**config.mk**
```make
export PLATFORM = sky130hd
export DESIGN_NAME = bin_to_bcd_stream
export DESIGN_NICKNAME = d
export VERILOG_FILES = /design/src/rtl/bin_to_bcd_stream.sv
export SDC_FILE = /design/constraint.sdc
export NUM_CORES = 1
export LEC_CHECK = 0
export CORE_MARGIN = 10
export CORE_UTILIZATION = 55
export DETAILED_ROUTE_END_ITERATION = 8
export GPL_TIMING_DRIVEN = 0
export PLACE_DENSITY = 0.8
export SYNTH_ARGS = -nofsm -noshare
export SYNTH_HDL_FRONTEND = slang
export SYNTH_SLANG_ARGS = --single-unit
```
**constraint.sdc**
```tcl
create_clock -name clk -period 2.35 [get_ports clk]
set_clock_uncertainty 0.15 [all_clocks]
set_input_delay 0.47 -clock clk [delete_from_list [all_inputs] [get_ports clk]]
set_output_delay 0.47 -clock clk [all_outputs]
set_load 0.02 [all_outputs]
```
**src/rtl/bin_to_bcd_stream.sv**
```systemverilog
// bin_to_bcd_stream: handshaked binary-to-BCD converter.
// It uses iterative double-dabble and consumes one input bit per clock.
// Optional signed mode converts the magnitude and reports the sign.
// A sticky overflow saturates the result to all nines.
// digitsUsed supports leading-zero blanking downstream.
//
// Ports:
//   clk, rst_n     rising-edge clock, synchronous active-low reset
//   inValid        binaryNumber is valid
//   inReady        block can accept a word (registered)
//   binaryNumber   W-bit value to convert
//   outValid       result is valid (registered)
//   outReady       downstream accepts the result
//   BinaryDecimal  D BCD digits; digit 0 is least significant
//   negative       input was negative (signedMode only)
//   overflow       magnitude >= 10^D, BinaryDecimal saturated
//   digitsUsed     index of the most significant non-zero digit + 1; 1 for zero
module bin_to_bcd_stream #(
    parameter int unsigned binaryNumberWidth = 32,
    parameter int unsigned numberOfDigits    = 10,
    parameter int unsigned signedMode        = 0
) (
    input  logic                                       clk,
    input  logic                                       rst_n,
    input  logic                                       inValid,
    output logic                                       inReady,
    input  logic [binaryNumberWidth-1:0]               binaryNumber,
    output logic                                       outValid,
    input  logic                                       outReady,
    output logic [numberOfDigits-1:0][3:0]             BinaryDecimal,
    output logic                                       negative,
    output logic                                       overflow,
    output logic [$clog2(numberOfDigits+1)-1:0]        digitsUsed
);

    localparam int unsigned W  = binaryNumberWidth;
    localparam int unsigned D  = numberOfDigits;
    localparam int unsigned CW = (W > 1) ? $clog2(W) : 1;
    localparam int unsigned UW = $clog2(D + 1);
    localparam int unsigned SW = 4 * D + W;

    typedef enum logic [1:0] {
        IDLE,
        CONVERT,
        DONE
    } state_t;

    state_t                 state;
    state_t                 state_next;

    logic [W-1:0]           mag;
    logic [D-1:0][3:0]      bcd;
    logic                   ovf_acc;
    logic                   sign;
    logic [CW-1:0]          cnt;

    logic                   accept;
    logic                   last_shift;
    logic [W-1:0]           in_mag;
    logic [D-1:0][3:0]      bcd_adj;
    logic [SW-1:0]          shifted;
    logic [D-1:0][3:0]      bcd_shift;
    logic [W-1:0]           mag_shift;
    logic                   ovf_next;
    logic [D-1:0][3:0]      result;
    logic [UW-1:0]          used;

    assign accept     = inValid && inReady;
    assign last_shift = (cnt == CW'(W - 1));

    // State register
    always_ff @(posedge clk) begin
        if (!rst_n) begin
            state <= IDLE;
        end else begin
            state <= state_next;
        end
    end

    // Next-state logic
    always_comb begin
        state_next = state;
        case (state)
            IDLE:    if (accept)     state_next = CONVERT;
            CONVERT: if (last_shift) state_next = DONE;
            DONE:    if (outReady)   state_next = IDLE;
            default:                 state_next = IDLE;
        endcase
    end

    // Magnitude of the incoming word; the most negative value maps to 2^(W-1)
    always_comb begin
        in_mag = binaryNumber;
        if ((signedMode != 0) && binaryNumber[W-1]) begin
            in_mag = (~binaryNumber) + W'(1);
        end
    end

    // One double-dabble step: add 3 to digits >= 5, then shift {bcd, mag} left
    always_comb begin
        bcd_adj = bcd;
        for (int i = 0; i < int'(D); i++) begin
            if (bcd[i] >= 4'd5) begin
                bcd_adj[i] = bcd[i] + 4'd3;
            end
        end
        ovf_next  = ovf_acc | bcd_adj[D-1][3];
        shifted   = {bcd_adj, mag} << 1;
        bcd_shift = shifted[SW-1:W];
        mag_shift = shifted[W-1:0];
    end

    // Final result and significant-digit count for the value being published
    always_comb begin
        result = ovf_next ? {D{4'h9}} : bcd_shift;
        used   = UW'(1);
        for (int i = 0; i < int'(D); i++) begin
            if (result[i] != 4'h0) begin
                used = UW'(i + 1);
            end
        end
    end

    // Datapath and registered outputs
    always_ff @(posedge clk) begin
        if (!rst_n) begin
            mag           <= '0;
            bcd           <= '0;
            ovf_acc       <= 1'b0;
            sign          <= 1'b0;
            cnt           <= '0;
            inReady       <= 1'b0;
            outValid      <= 1'b0;
            BinaryDecimal <= '0;
            negative      <= 1'b0;
            overflow      <= 1'b0;
            digitsUsed    <= '0;
        end else begin
            inReady  <= (state_next == IDLE);
            outValid <= (state_next == DONE);
            case (state)
                IDLE: begin
                    if (accept) begin
                        mag     <= in_mag;
                        sign    <= binaryNumber[W-1];
                        bcd     <= '0;
                        ovf_acc <= 1'b0;
                        cnt     <= '0;
                    end
                end
                CONVERT: begin
                    mag     <= mag_shift;
                    bcd     <= bcd_shift;
                    ovf_acc <= ovf_next;
                    cnt     <= cnt + CW'(1);
                    if (last_shift) begin
                        BinaryDecimal <= result;
                        overflow      <= ovf_next;
                        negative      <= sign && (signedMode != 0);
                        digitsUsed    <= used;
                    end
                end
                default: ;
            endcase
        end
    end

endmodule

```
==> results.md <==
* Worst-Skew Late Latency at 420 ps
* First-pass GRT wire length at 30,000 um
* Hold Startpoint: BinaryDecimal[2]
* Post-synth top cells: dfxtp_1, a21oi_1, o21ai_0
* Compound-Gate Fraction of Synth Area at 26.5%
* Fin crit period at 2340 ps
* Power Density at approximately 620 nW/um2
* Layout cell share with drive strength beyond 1 at roughly 14%
* Largest family of logic cells by synthesized area: compound AO/OA/AOI/OAI gates
* Post-synthesis instance area at 6290 um2
* Final setup viols at 0
* Most frequent cell after synthesis: dfxtp_1
* Htree depth at 4
* Buffers plus inverters on the worst setup path at 3
* PortBufs at just over 80
* Hold crit path type: register to register
* Pleak at roughly 3 nW
* Area leader, netlist: dfxtp_1
* FF-to-FF End: digitsUsed[3]
* Largest net degree at the start of global routing at 17
* R2R depth at 10
* Sequential cell area at between 2000 and 3000 um2
* CP peak stage delay at between 300 and 400 ps
* Simple-gate area share of the yosys netlist at just under 20%
* Final core occ at between 70% and 80%
* Synth unique cells at 49
* CP Data Required Time at between 2000 and 3000 ps
* Synth Flop Type: dfxtp_1
* Initial DRC count at 572
* Maxcap violations at 0
* Worst slew pin tran at between 700 and 800 ps
* Adder-cell share of the synthesized area at under 10%
* Top delay family on crit path: simple AND/OR/NAND/NOR gates
* DPL Wire Length at 13,300 um
* CP Max Fanout at 5
* Startpoint class of the critical path: register
* Multi-input gate area at around 3400 um2
* Antenna violations before repair at 0
* Detail Route Antenna Nets at 0
* Crit-path slowest cell: dfxtp_4
* DRC at 0
* Async SR Flop Fraction at 0%
* Xor/xnor share of the synthesized area at about 1.4%
* Top cells by area, synth: dfxtp_1, o221a_2, a21oi_1, ha_1, a22oi_1
* CTS Buf Count at 17
* Flops & latches, synth at 127
* Worst Hold Endpoint: BinaryDecimal[2]
* Ports at 84
* RePlAce Congestion at approximately 0.91
* Ant. Diodes at 0
* Grt ovf at 0
* Period utilization at 99.7%
* Flop2flop setup slack at approximately 7.6 ps
* Hold depth at 2
* Clk slew on worst S/H paths at approximately 50 ps
* Final nets at 907
* Die height at 127 um
* Sequential-to-total area share from yosys stat at ~40%
* Die X at around 130 um
* Max Fclk at approximately 430 MHz
* Total chip power at about 5 mW
* Fillers at between 800 and 900
* Vias per cell at between 6 and 7
* Syn nets at between 700 and 800
* Total GRT Usage at 22.9%
* Run status: finished clean
* Most common cell on crit path: buf_4
* Syn avg cell area at 8.52 um2
* Clk root buf: clkbuf_16
* Starting density of the core at a little under three fifths
* Max Root-Sink Buffers at 2
* Vias in the first global route at roughly 5,800
* CP cell instances: inv_4, ha_4, nand2b_4, nor3b_4, a211oi_4, buf_4, nand2_4, nor4_4, buf_4, a21oi_1
* Slew headroom at between 50% and 60%
* Clk sinks at approximately 130
* Site Rows at 38
* Peak supply drop at between 0.4 and 0.5 mV
* Worst setup EP type: register
* WL/cell at just under 20 um
* Yosys warns at 0
* Fin. max-slew vios at 0
* EDFF count, synth at 0
* Post-synthesis mux area share at under 10%
* Drt pass-1 iters at 5
* RR Startpoint: bcd[37]
* Core ar. at between 10,000 and 15,000 um2
* Vias at between 6,000 and 7,000
* Final hold vios at 0
* Worst Path Arrival at ~2500 ps
* CTS tree: done
* WS Path Type: register to register
* RSZ-0062 raised after global routing: true
* Cells after Synth at 738
* DRT Wirelength at a little under 20,000 um
* Layout area overhead at 27.7%
* Die area at ~16,000 um2
* Share of the synthesized area in the top cell type at just over 40%
## tightest hold or removal path: stages, from the launching register on
cell	delay, ps
dfxtp_1	310
nand2_1	50
a21boi_0	60
## placed cells by master, fill, tap and decap left out, types with 15 or more instances in the layout
cell             netlist  final
clkbuf_1              49     44
inv_1                 52     49
nand3_1               15     15
a21oi_1               67     62
nor3_1                44     44
nor2b_1               39     39
a22oi_1               36     36
dfxtp_1              127    122
nand2_1               33     33
o21ai_0               54     53
clkbuf_16              0     17
and2_1                20     20
ha_1                  22     16
clkdlybuf4s50_1        0     81
nor3b_1               20     18
o221a_2               31     31
## state kept, by name, summed over array words and instances, names as in the netlist
register,cells
BinaryDecimal,40
bcd,40
cnt,5
digitsUsed,4
inReady,1
mag,32
outValid,1
overflow,1
ovf_acc,1
state,2
## how the worst max path moves through the flow
stage	start	end	slack, ps	depth (start not counted)
global placement	inValid	bcd[4]	-500	6
CTS	bcd[16]	digitsUsed[1]	20	9
detailed placement	inValid	bcd[4]	-530	6
floorplan	bcd[37]	digitsUsed[2]	210	9
global route	bcd[37]	digitsUsed[2]	-40	10
finish	bcd[37]	digitsUsed[3]	8	10
## metrics by stage
stage	hold WS (ps)	setup slack [ps]	setup TNS (ps)	area (um2)	instances
after floorplan	291	212	0	6290	738
after global placement	304	-504	-23320	7270	959
after detailed placement	316	-525	-24860	7270	959
after CTS	322	20.5	0	7820	993
after global routing	356	-41.7	-101	8030	1002
final	328	7.62	0	8030	1002
## report_power, final
group          switching [mW]  total [mW]  internal [mW]
logic                   0.249       0.434          0.185
registers              0.0368        2.26           2.22
clock network           0.933        2.32           1.38
## layout make-up
type | count | area share, %
multi-input cells | 501 | 42.8
flip-flops and latches | 127 | 31.8
repair buffers | 93 | 11.3
clock buffers | 24 | 5.88
plain buffers | 56 | 3.04
inverters | 53 | 2.51
well taps | 140 | 2.18
clock inverters | 8 | 0.499
## what timing repair did
| item | 4_1_cts | 5_1_grt |
|---|---|---|
| hold buffers | 0 | 0 |
| buffers inserted | 2 | 10 |
| endpoints found under the setup margin | 54 | 38 |
| resized for setup | 8 | 47 |
| pin swaps | 2 | 10 |
## per-layer routing
metal  up-vias  GRT usage [%]  share of wire, %
met5         -              0                 0
li1       2859              -                 -
met2       243           36.6                47
met3        39           7.21               7.6
met1      2925           28.1                43
met4         0           8.84               2.2
## cell families (layout without fill, tap and decap cells)
| logic type | count (synthesis) | in the layout |
|---|---|---|
| multiplexers | 7 | 7 |
| buffers and inverters | 110 | 234 |
| AND/OR/NAND/NOR | 215 | 215 |
| AO/OA/AOI/OAI | 246 | 246 |
| other | 1 | 1 |
| flip-flops | 127 | 127 |
| XOR/XNOR | 10 | 10 |
| adder cells (fa/ha/maj) | 22 | 22 |
Power figures use the tool's default switching activity.
